## config.mk

```make
export PLATFORM = sky130hd
export DESIGN_NAME = vga_sprite_painter
export DESIGN_NICKNAME = d
export VERILOG_FILES = /design/src/rtl/vga_sprite_painter.sv
export SDC_FILE = /design/constraint.sdc
export NUM_CORES = 1
export LEC_CHECK = 0
export ABC_CLOCK_PERIOD_IN_PS = 7800
export CAP_MARGIN = 10
export CORE_MARGIN = 2
export CORE_UTILIZATION = 59
export CTS_CLUSTER_SIZE = 10
export DETAILED_ROUTE_END_ITERATION = 7
export PLACE_DENSITY = 0.85
export SLEW_MARGIN = 30
export SYNTH_ARGS = -nofsm -noshare
export SYNTH_HDL_FRONTEND = slang
export SYNTH_SLANG_ARGS = --single-unit
```

## constraint.sdc

```tcl
create_clock -name clk -period 7.8 [get_ports clk]
set_input_delay 2.34 -clock clk [delete_from_list [all_inputs] [get_ports clk]]
set_output_delay 2.34 -clock clk [all_outputs]
set_load 0.005 [all_outputs]
```

## src/rtl/vga_sprite_painter.sv

```systemverilog
// Pixel-colour stage behind the VGA timing generator: one bordered square sprite
// over a flat background, with the sprite position committed only at vsync falling edges.
module vga_sprite_painter #(
    parameter int unsigned H_ACTIVE   = 640,
    parameter int unsigned V_ACTIVE   = 480,
    parameter int unsigned SPR_SIZE   = 16,
    parameter logic [11:0] BG_COLOR   = 12'h000,
    parameter logic [11:0] FILL_COLOR = 12'hF00,
    parameter logic [11:0] EDGE_COLOR = 12'hFFF
) (
    input  logic        clk,
    input  logic        reset,
    input  logic        enable,
    input  logic [9:0]  hcount,
    input  logic [9:0]  vcount,
    input  logic        vid,
    input  logic        hs,
    input  logic        vs,
    input  logic        pos_valid,
    output logic        pos_ready,
    input  logic [9:0]  pos_x,
    input  logic [9:0]  pos_y,
    output logic [11:0] rgb,
    output logic        hs_o,
    output logic        vs_o,
    output logic        frame_start
);

    localparam logic [9:0]  X_MAX = 10'(H_ACTIVE - SPR_SIZE);
    localparam logic [9:0]  Y_MAX = 10'(V_ACTIVE - SPR_SIZE);
    localparam logic [10:0] SPAN  = 11'(SPR_SIZE - 1);

    typedef enum logic {
        PEND_EMPTY,
        PEND_FULL
    } pend_state_e;

    pend_state_e pend_state_q, pend_state_d;

    logic [9:0]  hc_q, hc_d, vc_q, vc_d;
    logic [9:0]  x_q, x_d, y_q, y_d;
    logic        vid_q, vid_d, hs_q, hs_d, vs_q, vs_d;
    logic [11:0] rgb_q, rgb_d;
    logic        hs_o_q, hs_o_d, vs_o_q, vs_o_d;
    logic [9:0]  act_x_q, act_x_d, act_y_q, act_y_d;
    logic [9:0]  pend_x_q, pend_x_d, pend_y_q, pend_y_d;
    logic        frame_start_q, frame_start_d;

    logic        accept, commit;
    logic [10:0] xe, ye, pxe, pye;
    logic        in_x, in_y, on_edge;
    logic [11:0] pix_color;

    // vs_q is the previous-tick vs, so this is the falling edge of the input sync
    assign commit = enable && vs_q && !vs && (pend_state_q == PEND_FULL);
    assign accept = pos_valid && pos_ready;

    always_ff @(posedge clk or posedge reset) begin
        if (reset) begin
            pend_state_q <= PEND_EMPTY;
        end else begin
            pend_state_q <= pend_state_d;
        end
    end

    always_comb begin
        pend_state_d = pend_state_q;
        case (pend_state_q)
            PEND_EMPTY: if (pos_valid) pend_state_d = PEND_FULL;
            PEND_FULL:  if (commit)    pend_state_d = PEND_EMPTY;
            default:                   pend_state_d = PEND_EMPTY;
        endcase
    end

    always_comb begin
        pos_ready = (pend_state_q == PEND_EMPTY);
    end

    always_comb begin
        xe  = {1'b0, x_q};
        ye  = {1'b0, y_q};
        pxe = {1'b0, act_x_q};
        pye = {1'b0, act_y_q};
        in_x = (xe >= pxe) && (xe <= pxe + SPAN);
        in_y = (ye >= pye) && (ye <= pye + SPAN);
        on_edge = (xe == pxe) || (xe == pxe + SPAN) || (ye == pye) || (ye == pye + SPAN);
        if (!vid_q) begin
            pix_color = '0;
        end else if (in_x && in_y) begin
            pix_color = on_edge ? EDGE_COLOR : FILL_COLOR;
        end else begin
            pix_color = BG_COLOR;
        end
    end

    always_comb begin
        hc_d   = hc_q;
        vc_d   = vc_q;
        x_d    = x_q;
        y_d    = y_q;
        vid_d  = vid_q;
        hs_d   = hs_q;
        vs_d   = vs_q;
        rgb_d  = rgb_q;
        hs_o_d = hs_o_q;
        vs_o_d = vs_o_q;
        if (enable) begin
            hc_d   = hcount;
            vc_d   = vcount;
            x_d    = hc_q;
            y_d    = vc_q;
            vid_d  = vid;
            hs_d   = hs;
            vs_d   = vs;
            rgb_d  = pix_color;
            hs_o_d = hs_q;
            vs_o_d = vs_q;
        end
    end

    always_comb begin
        act_x_d       = act_x_q;
        act_y_d       = act_y_q;
        pend_x_d      = pend_x_q;
        pend_y_d      = pend_y_q;
        frame_start_d = commit;
        if (commit) begin
            act_x_d = pend_x_q;
            act_y_d = pend_y_q;
        end
        if (accept) begin
            pend_x_d = (pos_x > X_MAX) ? X_MAX : pos_x;
            pend_y_d = (pos_y > Y_MAX) ? Y_MAX : pos_y;
        end
    end

    always_ff @(posedge clk or posedge reset) begin
        if (reset) begin
            hc_q          <= '0;
            vc_q          <= '0;
            x_q           <= '0;
            y_q           <= '0;
            vid_q         <= 1'b0;
            hs_q          <= 1'b1;
            vs_q          <= 1'b1;
            rgb_q         <= '0;
            hs_o_q        <= 1'b1;
            vs_o_q        <= 1'b1;
            act_x_q       <= '0;
            act_y_q       <= '0;
            pend_x_q      <= '0;
            pend_y_q      <= '0;
            frame_start_q <= 1'b0;
        end else begin
            hc_q          <= hc_d;
            vc_q          <= vc_d;
            x_q           <= x_d;
            y_q           <= y_d;
            vid_q         <= vid_d;
            hs_q          <= hs_d;
            vs_q          <= vs_d;
            rgb_q         <= rgb_d;
            hs_o_q        <= hs_o_d;
            vs_o_q        <= vs_o_d;
            act_x_q       <= act_x_d;
            act_y_q       <= act_y_d;
            pend_x_q      <= pend_x_d;
            pend_y_q      <= pend_y_d;
            frame_start_q <= frame_start_d;
        end
    end

    assign rgb         = rgb_q;
    assign hs_o        = hs_o_q;
    assign vs_o        = vs_o_q;
    assign frame_start = frame_start_q;

endmodule

```

; ---- Word level (Yosys, flattened, before mapping)
; Cells that the tools add are included.
[word_totals]
output_inout_bits = 16
input_bits = 47
ff_bits = 99
wordCells = 48
[op_classes]
n_eq_ne = 4
mux = 8
bitwise = 1
n_addsub = 2
n_reduce_logical = 11
n_lt_le_gt_ge = 6
[op_table]
columns = operator, count
row1 = 12-bit two-way mux, 2
row2 = "10-bit by 4-bit adder with 11-bit output, second input constant", 2
row3 = 10-bit by 11-bit == test with 1-bit output, 2
row4 = 10-bit by 11-bit <= comparator with 1-bit output, 2
row5 = 10-bit == test, 2
row6 = 10-bit >= comparator, 2
row7 = 10-bit two-way mux, 2
row8 = "10-bit > comparator, second input constant", 1
row9 = "10-bit by 9-bit > comparator with 1-bit output, second input constant", 1
row10 = 8-bit two-way mux, 1
row11 = 1-bit logical AND, 7
row12 = 1-bit logical OR, 3
row13 = 1-bit two-way mux, 2
row14 = 1-bit one-hot mux with 2 select lines, 1
row15 = 1-bit zero test, 1
row16 = 1-bit NOT, 1

; ---- Logic depth before layout (Yosys ltp)
[depth]
word_depth = 8
depth_mapped = 12
mapped_depth_nobuf = 12

; ---- Worst setup path before layout
; OpenSTA, ideal clock, no wires.
[synth_timing]
path_kind = input-to-reg
start = input port pos_y[0]
end = register pend_y_q[4]
setup_time_ns = 0.133
path_buffers = 0
cell_stages = 5
required_time_ns = 7.667
setup_slack_ns = 4.288
t_arrival_ns = 3.379
path_cell_list = or4_1 a21oi_1 nor2_1 nor3_2 a21oi_1
[synth_via]
elab_chain_len = 2
[synth_lines]
columns = element, line
row1 = "start, declared", 22  ; input logic [9:0] pos_y,
row2 = 10-bit by 9-bit > comparator with 1-bit output, 133  ; pend_y_d = (pos_y > Y_MAX) ? Y_MAX : pos_y;
row3 = 10-bit two-way mux, 133
row4 = "end signal, assigned", 168  ; pend_y_q <= pend_y_d;
row5 = "end, declared", 46  ; logic [9:0] pend_x_q, pend_x_d, pend_y_q, pend_y_d;
; Every way passes these cells.
; A chain may end at the register's enable or synchronous reset.

; ---- Worst setup path after layout
[layout_timing]
start = input port pos_y[0]
end = register pend_y_q[3]
; The elaborated chain is that of the path after synthesis.

==> impl_metrics.yaml <==
cells_and_area:
  fin_area_um2: 5410
  layout.cells.non_filler: 579
  n_fill_cell: 565
  n_antenna_cell: 0
  finish.utilization_pct: 70.7
  drive_above_1_share_pct: 14.7
  syn_to_final_growth_pct: 17.4
  nNetsFinal: 561
yosys:
  synth_fp_nets: 510
  syn_inst: 421
  yosys-top-cells-count: "85 x dfrtp_1, 43 x mux2_2, 43 x nand2_1"
  synth_edf_count: 0
  synth_seq_area_share_pct: 48.4
  yosys_most_used_dff: "dfrtp_1"
  ys_types: 44
  yosysWarnings: 0
  avgSynthCellArea_um2: 10.9
  synth-seq-cells: 89
  synth_most_common_cell: "dfrtp_1"
  synthArstFlopShare_pct: 100
  ys_top_cells_by_area: "dfrtp_1 46%, ha_1 11%, mux2_2 11%, nand2_1 3.5%, xnor2_1 3.0%"
  syn_area_um2: 4610
  synth_top_area_share_pct: 46.2
  synth_area_leader_cell: "dfrtp_1"
run:
  maxCapViolations: 0
worst_setup_path:
  r2r_end: "rgb[7]$_DFFE_PP0P_"
  crit_type: "input pin to register"
  r2r_cells: 12
  critPathLaunchType: "input pin"
  critPathMaxStageDelay_ps: 520
  worstPathMaxFanout: 6
  worst_ep_required_time_ps: 8100
  rrSetupSlack_ps: 4640
  r2r-start: "act_x_q[0]$_DFFE_PP0P_"
  end_kind: "register"
  critPathArrivalTime_ps: 4070
  crit_chain: "clkdlybuf4s50_1 -> or4_1 -> a21oi_1 -> nor2_1 -> nor3_2 -> a22o_1"
  cp_slowest_cell: "or4_1"
power_and_ir_drop:
  power.share.combinational_pct: 36.4
  clockPowerShare_pct: 19.7
  p_seq_share_pct: 43.9
  p_int_uw: 907
  p_switching_uw: 495
  swShare_pct: 35.3
  power.total_mw: 1.40
  ir_drop_mv: 0.163
  p_leak_nw: 2.37
  p_per_area_nw_per_um2: 259
placement:
  dp_cells: 563
  dpl-instance-area_um2: 5240
  gp_congestion: 0.864
  dpl.hpwl_um: 6750
  numPortBuffers: 62
  dp_slack_ps: 3300
clock_tree:
  cts_resized: 0
  insertion_delay_ps: 360
  cts_tree: "yes"
  clockBufferDepth: 2
  hold_buffers: 0
  clockRootBuffer: "clkbuf_8"
  post_cts_buffers: 0
  clock_sinks: 89
  numCtsBuffers: 9
  clkTransAtPathRegs_ps: 80
  cts-htree-levels: 3
routing:
  vias_per_cell: 5.66
  drt_wl_total_um: 9170
  wl_met3_um: 249
  drtPass1Iterations: 4
  drc: 0
  num_vias: 3276
  first_iter_violations: 165
  antenna_left: 0
  wl_met2_um: 4910
  wl_per_cell_um: 15.8
  top_layer: "met4"
  met1_length_um: 3790
floorplan:
  dieHeight_um: 92.4
  fp-row-count: 32
  start_util_pct: 60.3
  core_um2: 7650
  ios: 63
  dieWidth_um: 92.4
  dieArea_um2: 8530
run_status:
  status: "finished, final reports clean"
timing:
  period_share_pct: 48.3
  fmax_mhz: 265
  rsz0062_at_grt: "no"
  min_period_ps: 3770
  skew_ps: 8.07
  tns_ps: 0
  holdWs_ps: 490
  setup_slack_ps: 4030
  slew_headroom_pct: 47.1
  finalMaxSlewViolations: 0
  final-setup-viol-count: 0
  hold_violations: 0
  tightest_slew_ps: 794
grt:
  overflow: 0
  grtUsageTotal_pct: 22.6
  grt_max_degree: 90
  antenna_found_initial: 0
  grt_pass1_vias: 3373
  grt_pass1_wl_um: 15200
worst_hold_path:
  hold_end: "act_y_q[0]$_DFFE_PP0P_"
  hold_depth: 2
  min-delay-start: "pend_y_q[0]$_DFFE_PP0P_"
  hp-class: "register to register"
==> cell families after synthesis <==
family | synth area share (%)
buf+inv | 5.19
fa+ha+maj | 11.4
compound gates | 11.4
simple gates | 10.0
flops | 48.4
xor+xnor | 3.04
mux | 10.5
==> how the worst max path moves through the flow <==
stage,slack (ps),from,endpoint,cells after the start
floorplan,3160,reset,act_x_q[0]$_DFFE_PP0P_,1
global placement,3480,enable,act_y_q[2]$_DFFE_PP0P_,4
detailed placement,3300,enable,act_x_q[9]$_DFFE_PP0P_,4
CTS,3710,enable,act_x_q[9]$_DFFE_PP0P_,4
global route,3970,pos_y[0],pend_y_q[2]$_DFFE_PP0P_,6
finish,4030,pos_y[0],pend_y_q[3]$_DFFE_PP0P_,6
==> worst max-delay path, delay by kind of cell <==
family                 cells  cell delay [ps]
and+or+nand+nor            3              910
buffers and inverters      1              430
AOI/OAI and AO/OA          2              390
==> routing by layer <==
| layer | GRT usage, % | up-vias |
|---|---|---|
| met5 | 0 | - |
| met4 | 9.95 | 0 |
| met3 | 3.42 | 22 |
| met2 | 41.4 | 64 |
| met1 | 26.0 | 1611 |
| li1 | - | 1579 |
==> power groups by stage <==
stage / combinational (mW) / sequential (mW) / clock [mW]
6_report: 0.511 / 0.615 / 0.276
3_3_place_gp: 0.468 / 0.620 / 0
4_1_cts: 0.510 / 0.614 / 0.283
2_1_floorplan: 0.370 / 0.602 / 0
3_5_place_dp: 0.500 / 0.623 / 0
5_1_grt: 0.576 / 0.624 / 0.295
==> flip-flops by register name, indices dropped and copies added (netlist names), 2 cells and up <==
register and flops:
rgb 2, pend_x_q 10, hc_q 10, vc_q 10, act_y_q 10, y_q 10
x_q 10, pend_y_q 10, act_x_q 10
==> cells in the final DEF (no fill, tap or decap), types with 2 or more instances in the layout <==
master	count
a211oi_1	5
clkinvlp_4	2
nand2_1	43
xnor2_1	16
ha_1	42
nor2_1	19
o21ai_0	26
nand3_1	5
o22a_1	3
o221ai_1	2
clkbuf_8	9
mux2_2	43
nand4_1	7
clkinv_2	3
clkbuf_1	2
nor2b_1	3
inv_1	28
a21o_1	6
dfstp_2	4
nand3b_1	2
dfrtp_1	85
a21oi_1	17
nor4_1	2
o31ai_1	2
a22o_1	11
nor3_1	6
clkdlybuf4s50_1	61
==> layout make-up <==
class,instances,area [µm²],area share [%]
Sequential cell,89,2230,41.3
Multi-Input combinational cell,279,2140,39.6
Timing Repair Buffer,63,629,11.6
Clock buffer,11,131,2.43
Tap cell,102,128,2.36
Inverter,30,114,2.11
Clock inverter,5,33.8,0.625
Power figures use the tool's default switching activity.
==> variant 1 (config.mk and constraints unchanged) <==
Put one more register stage on the output `rgb`, cleared by the reset. The value now appears one clock later. The other outputs are not delayed to match.
--- a/src/rtl/vga_sprite_painter.sv
+++ b/src/rtl/vga_sprite_painter.sv
@@ -170,7 +170,13 @@
         end
     end
 
-    assign rgb         = rgb_q;
+    always_ff @(posedge clk or posedge reset) begin
+        if (reset) begin
+            rgb <= '0;
+        end else begin
+            rgb <= rgb_q;
+        end
+    end
     assign hs_o        = hs_o_q;
     assign vs_o        = vs_o_q;
     assign frame_start = frame_start_q;
Function: changed (a bounded check fails within 4 cycles, from zero or initial values and one cycle with reset high).
==> variant 1 against the unedited design <==
  * Wire length increased by 0.26%
  * Final cell count rose by 0.52%
  * Area after synthesis increased by 0.87%
  * Final area is 1.5% higher
  * Count of clock-buffer cells in the layout decreased by 1
  * Core utilization up 0.67 points
  * Largest cell class unchanged
  * Highest routed layer unchanged
  * Critical path type is now flop to output port
  * Via count shrank 0.58%
  * Sequential power rose by 2%
  * Sequential cell count up 2
  * Total power grew 3.6%
  * Worst setup slack better by 0.035 ns
  * Critical path depth fell by 5
  * Sequential share of layout area rose by 0.31 points
==> variant 1: results (changes against the unedited design) <==
* Max-slew headroom at 46.8% (-0.30 points)
* DP Wirelength at 6880 um (+1.9%)
* Synthesized-area fraction occupied by adder cells at 11.3% (-0.098 points)
* Multiplexer share of the synthesized area at 10.4% (-0.091 points)
* # fillers at 572 (+1.2%)
* Netlist cell types at 39 (-11%)
* R2r setup slk at 5.06 ns (+0.42 ns)
* CP Max Fanout at 2 (-4)
* Drt wl/cell at 15.8 um (-0.26%)
* Hold_sp: rgb_q[10]
* Worst vdd ir at 0.000161 V (-1.5%)
* Vias in the first global route at 3351 (-0.65%)
* DP Area at 5280 um2 (+0.81%)
* Outcome: complete, no violations
* Post-Syn Nets at 513 (+0.59%)
* Share of layout cells above drive strength 1 at 14.6% (-0.092 points)
* Top post-synthesis cells by count: dfrtp_1 (87), nand2_1 (44), mux2_2 (43), ha_1 (42), inv_1 (31)
* Crit path DAT at 1.39 ns (-2.68 ns)
* First-pass GRT wire length at 15800 um (+3.9%)
* Final nets at 564 (+0.53%)
* CP startpoint: vs_o
* Skew final at 0.0110 ns (+0.00291 ns)
* Post-synthesis sequential area ratio at 49.1% (+0.66 points)
* CP max stage delay at 0.55 ns (+0.03 ns)
* Gr usage total at 23.4% (+0.81 points)
* CP delay by family, top: flip-flops
* Crit path max-delay cell type: dfstp_2
-- variant 1: cells by family after synthesis --
kind of cell,count (synthesis)
adder cells (fa/ha/maj),42
multiplexers,43
AND/OR/NAND/NOR,99
XOR/XNOR,16
buffers and inverters,54
flip-flops,91
AO/OA/AOI/OAI,79
-- variant 1: where the power goes --
part	internal [uW]	switching [uW]
Clock	157	161
Combinational	243	266
Sequential	561	64.1
Total	961	491
-- variant 1: worst paths after layout --
check                        endpoint  cells after the start
max in group asynchronous  act_y_q[6]                      3
max                              vs_o                      1
min                           rgb[10]                      0
min reg2reg                   rgb[10]                      0
min in group asynchronous     hc_q[5]                      3
max reg2reg                  rgb_q[7]                     12
-- variant 1: per-stage QoR --
step	worst slack, ns	total power, uW	hold slack (ns)	instances	utilization, %
global placement	3.47	1110	0.374	566	68.6
floorplan	3.10	987	0.354	424	-
global route	4.02	1570	0.421	582	71.4
finish	4.07	1450	0.403	582	71.4
CTS	3.65	1460	0.409	582	71.3
detailed placement	3.30	1140	0.386	566	68.7
-- variant 1: layer usage --
layer / wire, um / GRT usage (%)
met1: 3840 / 29.1
met2: 4930 / 41.8
met3: 340 / 5.04
met4: 82 / 5.02
met5: 0 / 0
-- variant 1: area by class of cell --
type	count	area share [%]
Sequential cell	91	41.6
Multi-Input combinational cell	279	38.8
Timing Repair Buffer	63	11.5
Clock buffer	10	2.51
Tap cell	102	2.33
Inverter	31	2.14
Clock inverter	6	1.19
==> variant 2 (same flow settings) <==
Made on the original files. `EDGE_COLOR`: 12'hFFF -> 12'h800.
--- a/src/rtl/vga_sprite_painter.sv
+++ b/src/rtl/vga_sprite_painter.sv
@@ -6,7 +6,7 @@
     parameter int unsigned SPR_SIZE   = 16,
     parameter logic [11:0] BG_COLOR   = 12'h000,
     parameter logic [11:0] FILL_COLOR = 12'hF00,
-    parameter logic [11:0] EDGE_COLOR = 12'hFFF
+    parameter logic [11:0] EDGE_COLOR = 12'h800
 ) (
     input  logic        clk,
     input  logic        reset,
Check against the original RTL: not equivalent (a bounded check fails within 4 cycles, from zero or initial values and one cycle with reset high).
==> variant 2 against the unedited design <==
  * Worst setup slack improved by 0.026 ns
  * Total power increased by 7.7%
  * Sequential cell count unchanged
  * Wire length decreased by 3.2%
  * Core utilization increased by 0.59 points
  * Combinational power increased by 2%
  * Hold slack improved by 0.0019 ns
  * Area after synthesis increased by 1.1%
  * Critical path type is now flop to output port
  * Non-clock buffer count decreased by 7
  * Final area increased by 1.4%
==> variant 2: results (changes against the unedited design) <==
* Outcome: complete, no violations
* DP Area at 5240 um2 (about the same)
* Top post-synthesis cells by count: dfrtp_1 (85), mux2_2 (43), nand2_1 (43), ha_1 (42), inv_1 (28)
* Vias post-DR at 3265 (-0.34%)
* Met1 usage at 30.1% (+4.1 points)
* Worst vdd ir at 0.000129 V (-21%)
* Multiplexer share of the synthesized area at 10.4% (-0.11 points)
* Placer congestion estimate at 0.839 (-2.9%)
* CP delay by family, top: flip-flops
* Netlist cell types at 45 (+2.3%)
* Vias in the first global route at 3203 (-5.0%)
* Met3 track demand over resource at 3.66% (+0.24 points)
* Synthesized area per cell at 10.9 um2 (-0.57%)
* CP Max Fanout at 2 (-4)
* Number of DRC markers in iteration 0 at 74 (-55%)
* Synth Area in Compound Gates at 10.3% (-1.1 points)
* Pre-CTS WS at 3.53 ns (+0.227 ns)
* P_sw at 507 uW (+2.5%)
* Skew final at 0.0154 ns (+0.00735 ns)
* Synth Area in XOR/XNOR at 3.01% (-0.033 points)
* Crit path DAT at 1.40 ns (-2.67 ns)
* Synthesized-area fraction occupied by adder cells at 11.3% (-0.12 points)
* First-pass GRT wire length at 14900 um (-1.7%)
* Post-synthesis sequential area ratio at 47.9% (-0.52 points)
* # fillers at 544 (-3.7%)
[variant 2: cell types whose count changed in the layout (fill, tap and decap cells not counted), moves of 3 or more]
cell,before,now
nand3_1,5,8
conb_1,0,8
nor2_1,19,22
o21a_1,0,4
clkdlybuf4s50_1,61,53
[variant 2: through the flow]
step | hold WS [ns] | power, uW
after floorplan | 0.439 | 992
after global placement | 0.450 | 1100
after detailed placement | 0.467 | 1140
after CTS | 0.492 | 1510
after global routing | 0.527 | 1610
final | 0.492 | 1510
[variant 2: power groups by stage]
stage               Combinational, uW  Clock (uW)  Sequential [uW]
finish                            521         369              619
global route                      591         391              630
CTS                               523         368              619
detailed placement                516           0              626
global placement                  484           0              621
floorplan                         386           0              607
[variant 2: layout make-up]
type | count | area, um2 | area share [%]
Multi-Input combinational cell | 295 | 2220 | 40.6
Inverter | 28 | 106 | 1.94
Timing Repair Buffer | 56 | 554 | 10.1
Sequential cell | 89 | 2230 | 40.7
Tap cell | 102 | 128 | 2.33
Clock inverter | 5 | 85.1 | 1.55
Clock buffer | 11 | 151 | 2.76
[variant 2: layer usage]
| metal | part of all wire (%) | vias up |
|---|---|---|
| met5 | 0 | - |
| met4 | 1.2 | 0 |
| met3 | 4.6 | 11 |
| met2 | 47 | 89 |
| met1 | 47 | 1574 |
| li1 | - | 1591 |
[variant 2: path summary, 6_finish.rpt]
path	startpoint	to	slack [ns]	cells after the start
max in group asynchronous	reset	vid_q	4.80	3
min in group asynchronous	reset	pend_y_q[4]	2.48	3
max	hs_o	hs_o	4.06	1
min reg2reg	pend_x_q[7]	pend_x_q[7]	0.49	2
max reg2reg	act_x_q[0]	rgb[11]	4.53	12
min	pend_x_q[7]	pend_x_q[7]	0.49	2
